`src/rtl/vga_sync_monitor.sv`:
```
// vga_sync_monitor: rebuilds VGA pixel coordinates and the active window from hsync/vsync edges,
// measures line/frame length and reports lock. Define VGA_MON_CHECKSUM_EN to build the frame_sum checksum.
module vga_sync_monitor #(
    parameter int H_TOTAL     = 800,
    parameter int V_TOTAL     = 525,
    parameter int H_START     = 144,
    parameter int V_START     = 35,
    parameter int H_DISPLAY   = 640,
    parameter int V_DISPLAY   = 480,
    parameter int LOCK_FRAMES = 2
) (
    input  logic        clk,
    input  logic        rst,
    input  logic        hsync,
    input  logic        vsync,
    input  logic [2:0]  rgb,
    output logic [11:0] pixel_x,
    output logic [11:0] pixel_y,
    output logic        video_on,
    output logic        locked,
    output logic [11:0] h_meas,
    output logic [11:0] v_meas,
    output logic        err,
    output logic [15:0] frame_sum
);

    localparam logic [11:0] H_TOTAL_C = 12'(H_TOTAL);
    localparam logic [11:0] V_TOTAL_C = 12'(V_TOTAL);
    localparam logic [11:0] H_LO      = 12'(H_START);
    localparam logic [11:0] H_HI      = 12'(H_START + H_DISPLAY);
    localparam logic [11:0] V_LO      = 12'(V_START);
    localparam logic [11:0] V_HI      = 12'(V_START + V_DISPLAY);
    localparam logic [11:0] H_TMO     = 12'(2 * H_TOTAL);
    localparam logic [11:0] V_TMO     = 12'(2 * V_TOTAL);
    localparam logic [3:0]  LOCK_N    = 4'(LOCK_FRAMES);

    typedef enum logic [1:0] {SEARCH, TRACK, LOCKED} state_t;

    state_t      state;
    logic        hsync_s1, hsync_s2, vsync_s1, vsync_s2;
    logic        h_edge, v_edge;
    logic [11:0] h_cnt, v_cnt;
    logic [3:0]  good;
    logic        line_bad;
    logic        h_ok, v_ok, timeout, frame_ok;

    // Stage s1/s2: sync sampling, then registered falling-edge detect
    always_ff @(posedge clk) begin
        if (rst) begin
            hsync_s1 <= 1'b1;
            hsync_s2 <= 1'b1;
            vsync_s1 <= 1'b1;
            vsync_s2 <= 1'b1;
            h_edge   <= 1'b0;
            v_edge   <= 1'b0;
        end else begin
            hsync_s1 <= hsync;
            hsync_s2 <= hsync_s1;
            vsync_s1 <= vsync;
            vsync_s2 <= vsync_s1;
            h_edge   <= !hsync_s1 && hsync_s2;
            v_edge   <= !vsync_s1 && vsync_s2;
        end
    end

    // Counter stage: saturating counters and length measurement
    always_ff @(posedge clk) begin
        if (rst) begin
            h_cnt  <= '0;
            v_cnt  <= '0;
            h_meas <= '0;
            v_meas <= '0;
        end else begin
            if (h_edge) begin
                h_cnt  <= '0;
                h_meas <= h_cnt + 12'd1;
            end else if (h_cnt != 12'hfff) begin
                h_cnt <= h_cnt + 12'd1;
            end
            if (v_edge) begin
                v_cnt  <= '0;
                v_meas <= v_cnt + 12'd1;
            end else if (h_edge && v_cnt != 12'hfff) begin
                v_cnt <= v_cnt + 12'd1;
            end
        end
    end

    assign h_ok     = (h_cnt + 12'd1) == H_TOTAL_C;
    assign v_ok     = (v_cnt + 12'd1) == V_TOTAL_C;
    assign timeout  = (h_cnt == H_TMO) || (v_cnt == V_TMO);
    // The hsync edge coinciding with vsync closes the frame's last line, so it counts too
    assign frame_ok = !line_bad && (!h_edge || h_ok) && v_ok;

    always_ff @(posedge clk) begin
        if (rst) begin
            state    <= SEARCH;
            good     <= '0;
            line_bad <= 1'b0;
            locked   <= 1'b0;
            err      <= 1'b0;
        end else begin
            err <= 1'b0;
            if (state != SEARCH && timeout) begin
                state  <= SEARCH;
                locked <= 1'b0;
                good   <= '0;
                err    <= 1'b1;
            end else begin
                case (state)
                    SEARCH: begin
                        if (v_edge) begin
                            state    <= TRACK;
                            good     <= '0;
                            line_bad <= 1'b0;
                        end
                    end
                    TRACK: begin
                        if (v_edge) begin
                            line_bad <= 1'b0;
                            if (frame_ok) begin
                                good <= good + 4'd1;
                                if (good + 4'd1 == LOCK_N) begin
                                    state  <= LOCKED;
                                    locked <= 1'b1;
                                end
                            end else begin
                                good <= '0;
                                err  <= 1'b1;
                            end
                        end else if (h_edge && !h_ok) begin
                            line_bad <= 1'b1;
                        end
                    end
                    LOCKED: begin
                        if ((h_edge && !h_ok) || (v_edge && !v_ok)) begin
                            state  <= SEARCH;
                            locked <= 1'b0;
                            err    <= 1'b1;
                        end
                    end
                    default: state <= SEARCH;
                endcase
            end
        end
    end

    // Output stage: window and coordinates, one cycle behind the counters
    always_ff @(posedge clk) begin
        if (rst) begin
            video_on <= 1'b0;
            pixel_x  <= '0;
            pixel_y  <= '0;
        end else if (locked && h_cnt >= H_LO && h_cnt < H_HI && v_cnt >= V_LO && v_cnt < V_HI) begin
            video_on <= 1'b1;
            pixel_x  <= h_cnt - H_LO;
            pixel_y  <= v_cnt - V_LO;
        end else begin
            video_on <= 1'b0;
            pixel_x  <= '0;
            pixel_y  <= '0;
        end
    end

`ifdef VGA_MON_CHECKSUM_EN
    logic [2:0]  rgb_s1, rgb_s2, rgb_s3, rgb_p4;
    logic [15:0] acc;

    // rgb is delayed to match h_cnt (s3) and then video_on (p4)
    always_ff @(posedge clk) begin
        rgb_s1 <= rgb;
        rgb_s2 <= rgb_s1;
        rgb_s3 <= rgb_s2;
        rgb_p4 <= rgb_s3;
    end

    always_ff @(posedge clk) begin
        if (rst) begin
            acc       <= '0;
            frame_sum <= '0;
        end else if (!locked) begin
            acc <= '0;
        end else if (v_edge) begin
            frame_sum <= acc;
            acc       <= '0;
        end else if (video_on) begin
            acc <= acc + {13'b0, rgb_p4};
        end
    end
`else
    logic unused_rgb;
    assign unused_rgb = ^rgb;
    assign frame_sum  = 16'd0;
`endif

endmodule

```
`config.mk`:
```
export PLATFORM = sky130hd
export DESIGN_NAME = vga_sync_monitor
export DESIGN_NICKNAME = d
export VERILOG_FILES = /design/src/rtl/vga_sync_monitor.sv
export SDC_FILE = /design/constraint.sdc
export NUM_CORES = 1
export LEC_CHECK = 0
export ABC_AREA = 1
export CAP_MARGIN = 30
export CORE_MARGIN = 3
export CORE_UTILIZATION = 25
export DETAILED_ROUTE_END_ITERATION = 12
export GPL_TIMING_DRIVEN = 0
export PLACE_DENSITY_LB_ADDON = 0.2
export SLEW_MARGIN = 25
export SYNTH_ARGS = -nofsm -noshare
export SYNTH_HDL_FRONTEND = slang
export SYNTH_SLANG_ARGS = --single-unit
```
`constraint.sdc`:
```
create_clock -name clk -period 2.4 [get_ports clk]
set_input_delay 0.72 -clock clk [delete_from_list [all_inputs] [get_ports clk]]
set_output_delay 0.72 -clock clk [all_outputs]
set_load 0.05 [all_outputs]
```
==> results of run 1 <==
-- sequential cells by signal (all words and copies together), names as in the netlist --
name and count:
vsync_s2 1, v_edge 1, line_bad 1, err 1, hsync_s2 1, v_cnt 12
v_meas 12, h_edge 1, h_cnt 12, video_on 1, pixel_y 12, vsync_s1 1
locked 1, pixel_x 12, state 2, h_meas 12, hsync_s1 1, good 4
-- stage by stage --
step | util | instances | TNS, ns
6_report | 0.327 | 855 | 0
2_1_floorplan | - | 570 | 0
3_5_place_dp | 0.310 | 839 | -1.69
3_3_place_gp | 0.310 | 839 | -1.89
4_1_cts | 0.327 | 855 | 0
5_1_grt | 0.327 | 855 | 0
-- metal layers --
layer	vias up	global-route usage	part of all wire
met5	-	0	0
met3	11	0.0272	0.051
li1	1911	-	-
met1	1586	0.160	0.51
met2	76	0.177	0.42
met4	0	0.0549	0.018
-- report_power, final --
group	internal [mW]	switching [mW]
clock network	0.728	0.580
logic	0.172	0.356
registers	1.51	0.0473
-- cell usage in the layout (no fill, tap or decap), drive strengths merged, types with 2 or more instances in the layout --
master         instances
a31oi                  5
ha                    14
a21oi                 38
clkbuf                17
or2                    4
buf                   22
nor3b                  3
inv                   65
nand2                138
nor2                  54
o21ai                 53
conb                  17
xor2                   5
clkinv                 6
dfxtp                 88
nand4                  8
clkdlybuf4s50         53
nand3                 36
nor3                   5
xnor2                  2
-- cell type report --
type / count / area share
multi-input combinational: 388 / 0.373
tap: 216 / 0.0518
inverter: 66 / 0.0480
clock buffer: 11 / 0.0466
clock inverter: 5 / 0.00624
sequential: 88 / 0.338
timing repair buffer: 53 / 0.102
buffer: 28 / 0.0348
-- worst paths after layout --
path / cells past startpoint / startpoint / slack (ns) / to
worst max-delay path: 1 / locked$_SDFFE_PP0P_ / 0.09 / locked
worst min-delay path: 2 / hsync_s2$_SDFF_PP1_ / 0.41 / h_edge$_SDFF_PP0_
worst max register to register: 14 / h_cnt[0]$_SDFFE_PP0P_ / 0.29 / state[0]$_SDFFE_PP0P_
worst min register to register: 2 / hsync_s2$_SDFF_PP1_ / 0.41 / h_edge$_SDFF_PP0_
-- timing repair --
action	CTS	global route
endpoints found under the setup margin	0	3
hold buffers	0	0
gates resized for setup	0	1
-- cell families (layout without fill, tap and decap cells) --
kind of cell	Yosys count	count (layout)	share of synthesized area
buf+inv	94	163	0.106
fa+ha+maj	14	14	0.0430
compound gates	100	100	0.129
other cells	1	17	0.000920
flops	88	88	0.432
xor+xnor	7	7	0.0150
simple gates	250	250	0.274
==> results.md, run 1 <==
- Pins over their slew limit: 0
- P&R area growth vs syn: 27.9%
- Library cells used by synthesis: 37
- Antenna cells: 0
- Post-Place Worst Slack: -0.140 ns
- Num CTS Buffers: 9
- Kind of cell adding the most delay to the critical path: buffers and inverters
- # rows: 46
- Most common flop cell mapped by yosys: dfxtp_1
- Initial Util: 0.256
- Grt total ovfl: 0
- IR drop worst, VDD: 0.322 mV
- Max Cap Violations: 0
- Die H: 134 um
- Global placer's final weighted congestion: 0.832
- Post-synth top area cell: dfxtp_1
- Clk Latency, worst-skew pair: 0.35 ns
- Final WL: 10,100 um
- Worst-path clk slew: 0.06 ns
- FMAX: 433 MHz
- Routed length per instance: 11.8 um
- NumNets Final: 655
- Most frequent cells after synthesis: nand2_1, dfxtp_1, inv_1
- Setup bufs post-CTS: 0
- Syn avg cell area: 7.36 um2
- Largest net degree at the start of global routing: 15
- Slew headroom: 0.637
- Slowest stage delay, CP: 0.84 ns
- CP bufs+invs: 1
- CP Cell Sequence: clkdlybuf4s50_1
- GRT Total Usage: 0.118
- Worst path slowest cell: clkdlybuf4s50_1
- Die width: 134 um
- Initial antenna violation count: 0
- Hold WS: 0.408 ns
- Worst Clk Skew: 0.00974 ns
- Average vias per placed instance: 4.19
- Synth Instances: 554
- Arrival time of the worst setup path: 1.59 ns
- Final ANT Viol Nets: 0
- First-pass GRT wire length: 16,800 um
- WS Path Type: flop to output pin
- Final Hold Vio Count: 0
- Io pins: 74
- # clock sinks: 88
- Fillcell total: 1,714
- Fin crit period: 2.31 ns
- Status: finished clean
- Ys async rst share: 0
- Multi-input gate area: 1940 um2
- Cell area after layout: 5210 um2
- Critical Path Fanout Max: 3
- DP Area: 4940 um2
- Share of layout cells above drive strength 1: 0.105
- Share of the synthesized area in the top cell type: 0.432
- Drt drc: 0
- # port buffers: 53
- Synth Register Bits: 88
- Sequential cell area: 1760 um2
- CTS tree: yes
- Die area: 17,900 um2
- Top post-synthesis cells by area: dfxtp_1, nand2_1, o21ai_0, inv_1, a21oi_1
- Seq/Total Area, Yosys: 0.432
- Min-delay worst type: flop to flop
- Setup ws final: 0.0886 ns
- Leakage: 2.24 nW
- Core area: 15,900 um2
- Setup crit end kind: output pin
- H-tree depth: 3
- DRT iter0 DRCs: 226
- Post-synth EDFFs: 0
- Worst Path Required: 1.68 ns
- Via count: 3,584
- Final setup viols: 0
- Most frequent cell after synthesis: nand2_1
- Clock buffer depth: 2
- Clock root buffer: clkbuf_16
- Unrepaired setup endpoints after global routing: no
- Slew @ Worst Pin: 0.539 ns
- DP Wirelength: 7890 um
- Type of origin of the critical path: flop
- Vias in the first global route: 3,351
- Fin crit share: 0.963
- PwrDens: 651 nW/um2
- Synth warn: 0
- Synthesized area: 4080 um2
- DRT Pass-1 Iters: 4
- Overall power: 3.40 mW
No activity file was read; power rests on OpenSTA's default activity.
==> run 2, diff against run 1 <==
- CTS_BUF_LIST: unset -> sky130_fd_sc_hd__clkbuf_16
==> results.md, run 2 (synthesis results as in run 1) <==
- Final ANT Viol Nets: 0 (unchanged)
- Clock root buffer: clkbuf_16
- Commonest non-fill, non-tap cell in the layout: nand2_1
- Type of origin of the critical path: flop
- Largest net degree at the start of global routing: 15 (unchanged)
- # rows: 46 (unchanged)
- Setup TNS: 0 ns (unchanged)
- Setup ws final: 0.0875 ns (-0.00103 ns)
- Clock buffer depth: 2 (unchanged)
- First-pass GRT wire length: 16,800 um (unchanged)
- Min-delay worst type: flop to flop
- Critical Path Fanout Max: 3 (unchanged)
- Grt total ovfl: 0 (unchanged)
- Die H: 134 um (unchanged)
- R2R Path End: state[0]$_SDFFE_PP0P_
- Share of layout cells above drive strength 1: 0.103 (-0.00156)
- DP Wirelength: 7890 um (unchanged)
- # port buffers: 53 (unchanged)
- Post-Place Worst Slack: -0.140 ns (unchanged)
- Kind of cell adding the most delay to the critical path: buffers and inverters
- Multi-input gate area: 1940 um2 (unchanged)
- Max Cap Violations: 0 (unchanged)
- Final Hold Vio Count: 0 (unchanged)
- H-tree depth: 3 (unchanged)
- Status: finished clean
- Worst Path Required: 1.68 ns (about the same)
- Antenna cells: 0 (unchanged)
- Arrival time of the worst setup path: 1.59 ns (about the same)
- CTS tree: yes
- DRT Pass-1 Iters: 4 (unchanged)
- WS Path Type: flop to output pin
- Setup crit end kind: output pin
- Reg2reg setup slack: 0.29 ns (about the same)
- Drt drc: 0 (unchanged)
- PwrDens: 645 nW/um2 (-0.89%)
- Final WL: 10,100 um (about the same)
- Io pins: 74 (unchanged)
- Worst-path clk slew: 0.06 ns (about the same)
- Num CTS Buffers: 9 (unchanged)
- Highest-count cells in the layout ignoring fill and taps: nand2_1, dfxtp_1, inv_1, clkdlybuf4s50_1, o21ai_0
- Slowest stage delay, CP: 0.84 ns (about the same)
- RR Startpoint: h_cnt[0]$_SDFFE_PP0P_
- Via count: 3,583 (-0.028%)
- Hold endpoint: h_edge$_SDFF_PP0_
- R2R cell count: 14 (unchanged)
- Fin crit share: 0.964 (about the same)
- DRT iter0 DRCs: 226 (unchanged)
- Die area: 17,900 um2 (unchanged)
- # clock sinks: 88 (unchanged)
- Global placer's final weighted congestion: 0.832 (unchanged)
- Resized Gates After CTS: 0 (unchanged)
- Leakage: 2.24 nW (about the same)
- Cell Count, Final, Fillers Out: 855 (unchanged)
- Setup bufs post-CTS: 0 (unchanged)
- Placed insts: 839 (unchanged)
- IR drop worst, VDD: 0.322 mV (about the same)
- Pins over their slew limit: 0 (unchanged)
- Vias in the first global route: 3,351 (unchanged)
- Hold Startpoint: hsync_s2$_SDFF_PP1_
- CP bufs+invs: 1 (unchanged)
- Initial Util: 0.256 (unchanged)
- Fin crit period: 2.31 ns (+0.00103 ns)
- Slew headroom: 0.637 (unchanged)
- FMAX: 432 MHz (about the same)
- Fin util: 0.326 (-0.000628)
- Slew @ Worst Pin: 0.539 ns (unchanged)
- Final setup viols: 0 (unchanged)
- Core area: 15,900 um2 (unchanged)
- # hold bufs at CTS: 0 (unchanged)
- Routed length per instance: 11.8 um (about the same)
- Sequential cell area: 1760 um2 (unchanged)
- P&R area growth vs syn: 27.7%
- Clk Latency, worst-skew pair: 0.35 ns (about the same)
- Fillcell total: 1,715 (+0.058%)
- NumNets Final: 655 (unchanged)
- Die width: 134 um (unchanged)
- Hold WS: 0.408 ns (+0.000856 ns)
- Unrepaired setup endpoints after global routing: no
- Worst Clk Skew: 0.00958 ns (-0.000160 ns)
- Hold path depth: 2 (unchanged)
- Average vias per placed instance: 4.19 (about the same)
- GRT Total Usage: 0.118 (unchanged)
- CP Cell Sequence: clkdlybuf4s50_1
- Initial antenna violation count: 0 (unchanged)
- Worst path slowest cell: clkdlybuf4s50_1
-- run 2: cell count changes in the layout (fill, tap and decap cells not counted) --
cell,change
clkinv_1,+1
inv_1,+1
clkbuf_1,-1
clkbuf_8,-1
-- run 2: metal layers --
metal / vias up / track usage / share of wire
met2: 76 / 0.177 / 0.42
met5: - / 0 / 0
met4: 0 / 0.0549 / 0.018
li1: 1913 / - / -
met3: 11 / 0.0272 / 0.052
met1: 1583 / 0.160 / 0.51
-- run 2: power by group --
part / internal, mW / total [mW] / leakage [nW] / switching [mW]
registers: 1.51 / 1.56 / 0.714 / 0.0472
clock network: 0.692 / 1.27 / 0.138 / 0.580
logic: 0.172 / 0.528 / 1.39 / 0.356
total: 2.38 / 3.36 / 2.24 / 0.983
-- run 2: cell type report --
class	count	share of cell area
buffer	28	0.0349
clock inverter	7	0.00769
sequential	88	0.339
clock buffer	9	0.0433
inverter	66	0.0481
timing repair buffer	53	0.102
multi-input combinational	388	0.373
tap	216	0.0519
-- run 2: worst reg2reg max path, cell delays in order (launching register included) --
cell and delay [ns]:
dfxtp_1 0.38, ha_1 0.23, nand2_1 0.08, nor2_1 0.19, nand3_1 0.18, nand2_1 0.18, inv_1 0.05, nand2_1 0.06
nor2_1 0.04, nand2_1 0.07, nand2_2 0.09, nand3_1 0.12, nand2_2 0.09, a21oi_1 0.17, nor2_1 0.06
-- run 2: metrics by stage --
| step | area, um2 | total power [mW] |
|---|---|---|
| 6_report | 5200 | 3.36 |
| 5_1_grt | 5200 | 3.54 |
| 2_1_floorplan | 4140 | 2.00 |
| 4_1_cts | 5200 | 3.40 |
| 3_5_place_dp | 4940 | 2.12 |
| 3_3_place_gp | 4940 | 2.11 |
-- run 2: worst max path at each step --
stage / start / endpoint / slack [ns] / depth (start not counted)
after global placement: rst / pixel_y[1]$_SDFF_PP0_ / -0.13 / 9
after floorplan: rst / pixel_y[4]$_SDFF_PP0_ / 0.53 / 9
after global routing: locked$_SDFFE_PP0P_ / locked / 0.01 / 1
after detailed placement: rst / pixel_y[0]$_SDFF_PP0_ / -0.14 / 9
final: locked$_SDFFE_PP0P_ / locked / 0.09 / 1
after CTS: locked$_SDFFE_PP0P_ / locked / 0.05 / 1
==> run 3, diff against run 2 <==
- CORE_MARGIN: 3 -> unset
==> results.md, run 3 (synthesis results as in run 1) <==
- Vias in the first global route: 3,360 (+0.27%)
- First-pass GRT wire length: 16,500 um (-2.0%)
- Final ANT Viol Nets: 0 (unchanged)
- Antenna cells: 0 (unchanged)
- Met3 Use GR: 0.0373 (+0.0101)
- Post-Place Worst Slack: -0.150 ns (-0.00968 ns)
- DRT Pass-1 Iters: 4 (unchanged)
- Share of layout cells above drive strength 1: 0.110 (+0.00626)
- FMAX: 431 MHz (-0.39%)
- Unrepaired setup endpoints after global routing: no
- Global placer's final weighted congestion: 0.845 (+1.6%)
- Initial Util: 0.257 (+0.000926)
- Average vias per placed instance: 4.22 (+0.64%)
- Cell Count, Final, Fillers Out: 855 (unchanged)
- Type of origin of the critical path: flop
- Fin crit period: 2.32 ns (+0.00898 ns)
- Met2 GRT Util: 0.194 (+0.0169)
- Kind of cell adding the most delay to the critical path: buffers and inverters
- PwrDens: 653 nW/um2 (+1.1%)
- Critical Path Fanout Max: 3 (unchanged)
- Grt total ovfl: 0 (unchanged)
- CTS tree: yes
- Sequential cell area: 1760 um2 (about the same)
- DRT iter0 DRCs: 181 (-20%)
- GRT Total Usage: 0.127 (+0.00928)
- Fillcell total: 1,681 (-2.0%)
- RR Startpoint: v_cnt[0]$_SDFFE_PP0P_
- Placed insts: 839 (unchanged)
- Worst path slowest cell: clkdlybuf4s50_1
- Slowest stage delay, CP: 0.85 ns (about the same)
- Initial antenna violation count: 0 (unchanged)
- H-tree depth: 3 (unchanged)
- R2R Path End: state[0]$_SDFFE_PP0P_
- Routed length per instance: 11.6 um (-1.9%)
- # rows: 46 (unchanged)
- GRT busiest layer: met2
- # hold bufs at CTS: 0 (unchanged)
- Leakage: 2.23 nW (-0.42%)
- Slew @ Worst Pin: 0.563 ns (+0.0235 ns)
- DP Wirelength: 7800 um (-1.1%)
- Crit path depth: 1 (unchanged)
- Via count: 3,606 (+0.64%)
- CP bufs+invs: 1 (unchanged)
- Max Cap Violations: 0 (unchanged)
- Final WL: 9920 um (-1.9%)
- Setup ws final: 0.0786 ns (-0.00898 ns)
- Reg2reg setup slack: 0.24 ns (-0.05 ns)
- Largest net degree at the start of global routing: 17 (+2)
- Io pins: 74 (unchanged)
- R2R cell count: 14 (unchanged)
- # clock sinks: 88 (unchanged)
- Fin crit share: 0.967 (+0.00374)
- Commonest non-fill, non-tap cell in the layout: nand2_1
- Final Hold Vio Count: 0 (unchanged)
- IR drop worst, VDD: 0.321 mV (-0.36%)
- Clock buffer depth: 2 (unchanged)
- Arrival time of the worst setup path: 1.60 ns (about the same)
- Die area: 16,800 um2 (-5.9%)
- NumNets Final: 655 (unchanged)
- Worst Path Required: 1.68 ns (about the same)
- Min-delay worst type: flop to flop
- Clk Latency, worst-skew pair: 0.35 ns (about the same)
- Die width: 130 um (-3.0%)
- Die H: 130 um (-3.0%)
- Worst-path clk slew: 0.06 ns (about the same)
- Hold WS: 0.411 ns (+0.00296 ns)
- Final setup viols: 0 (unchanged)
- Setup crit end kind: output pin
- Num CTS Buffers: 9 (unchanged)
- Slew headroom: 0.621 (-0.0158)
- CP endpoint: locked
- Core area: 15,900 um2 (-0.36%)
- Met1 Use GR: 0.165 (+0.00423)
- Multi-input gate area: 1950 um2 (+0.52%)
- Crit path from: locked$_SDFFE_PP0P_
- Worst Clk Skew: 0.0104 ns (+0.000783 ns)
- # port buffers: 53 (unchanged)
- Drt drc: 0 (unchanged)
- Setup bufs post-CTS: 0 (unchanged)
- WS Path Type: flop to output pin
- Pins over their slew limit: 0 (unchanged)
- P&R area growth vs syn: 28.2%
- Clock root buffer: clkbuf_16
- Status: finished clean
- Highest-count cells in the layout ignoring fill and taps: nand2_1, dfxtp_1, inv_1, clkdlybuf4s50_1, o21ai_0
- CP Cell Sequence: clkdlybuf4s50_1
==> run 3: worst min path at each step <==
stage	from	to	cells past startpoint
2_1_floorplan	hsync_s2$_SDFF_PP1_	h_edge$_SDFF_PP0_	2
3_3_place_gp	hsync_s2$_SDFF_PP1_	h_edge$_SDFF_PP0_	2
3_5_place_dp	vsync_s2$_SDFF_PP1_	v_edge$_SDFF_PP0_	2
4_1_cts	vsync_s2$_SDFF_PP1_	v_edge$_SDFF_PP0_	2
5_1_grt	vsync_s2$_SDFF_PP1_	v_edge$_SDFF_PP0_	2
6_report	vsync_s2$_SDFF_PP1_	v_edge$_SDFF_PP0_	2
==> run 3: area by class of cell <==
class,instances,share of cell area
buffer,28,0.0347
clock buffer,9,0.0431
clock inverter,7,0.0103
inverter,66,0.0479
multi-input combinational,388,0.374
sequential,88,0.337
tap,216,0.0517
timing repair buffer,53,0.102
==> run 3: metrics by stage <==
stage / area [um2] / util / setup TNS (ns) / power, mW
5_1_grt: 5230 / 0.329 / 0 / 3.58
2_1_floorplan: 4140 / - / 0 / 2.00
3_3_place_gp: 4940 / 0.311 / -1.66 / 2.11
3_5_place_dp: 4940 / 0.311 / -2.14 / 2.12
4_1_cts: 5220 / 0.328 / 0 / 3.45
6_report: 5230 / 0.329 / 0 / 3.41
==> run 3: routing by layer <==
layer  vias to the layer above  part of all wire
met5                         -                 0
met4                         0             0.025
met3                        17             0.056
met2                        76              0.43
met1                      1603              0.49
li1                       1910                 -
==> run 3: power breakdown <==
part / switching (mW) / internal [mW]
clock: 0.619 / 0.708
sequential: 0.0467 / 1.51
combinational: 0.354 / 0.174
total: 1.02 / 2.39
==> run 3: what timing repair did <==
action,in CTS,in global routing
endpoints found under the setup margin,0,4
hold endpoints to repair,0,0
gates resized for setup,0,3
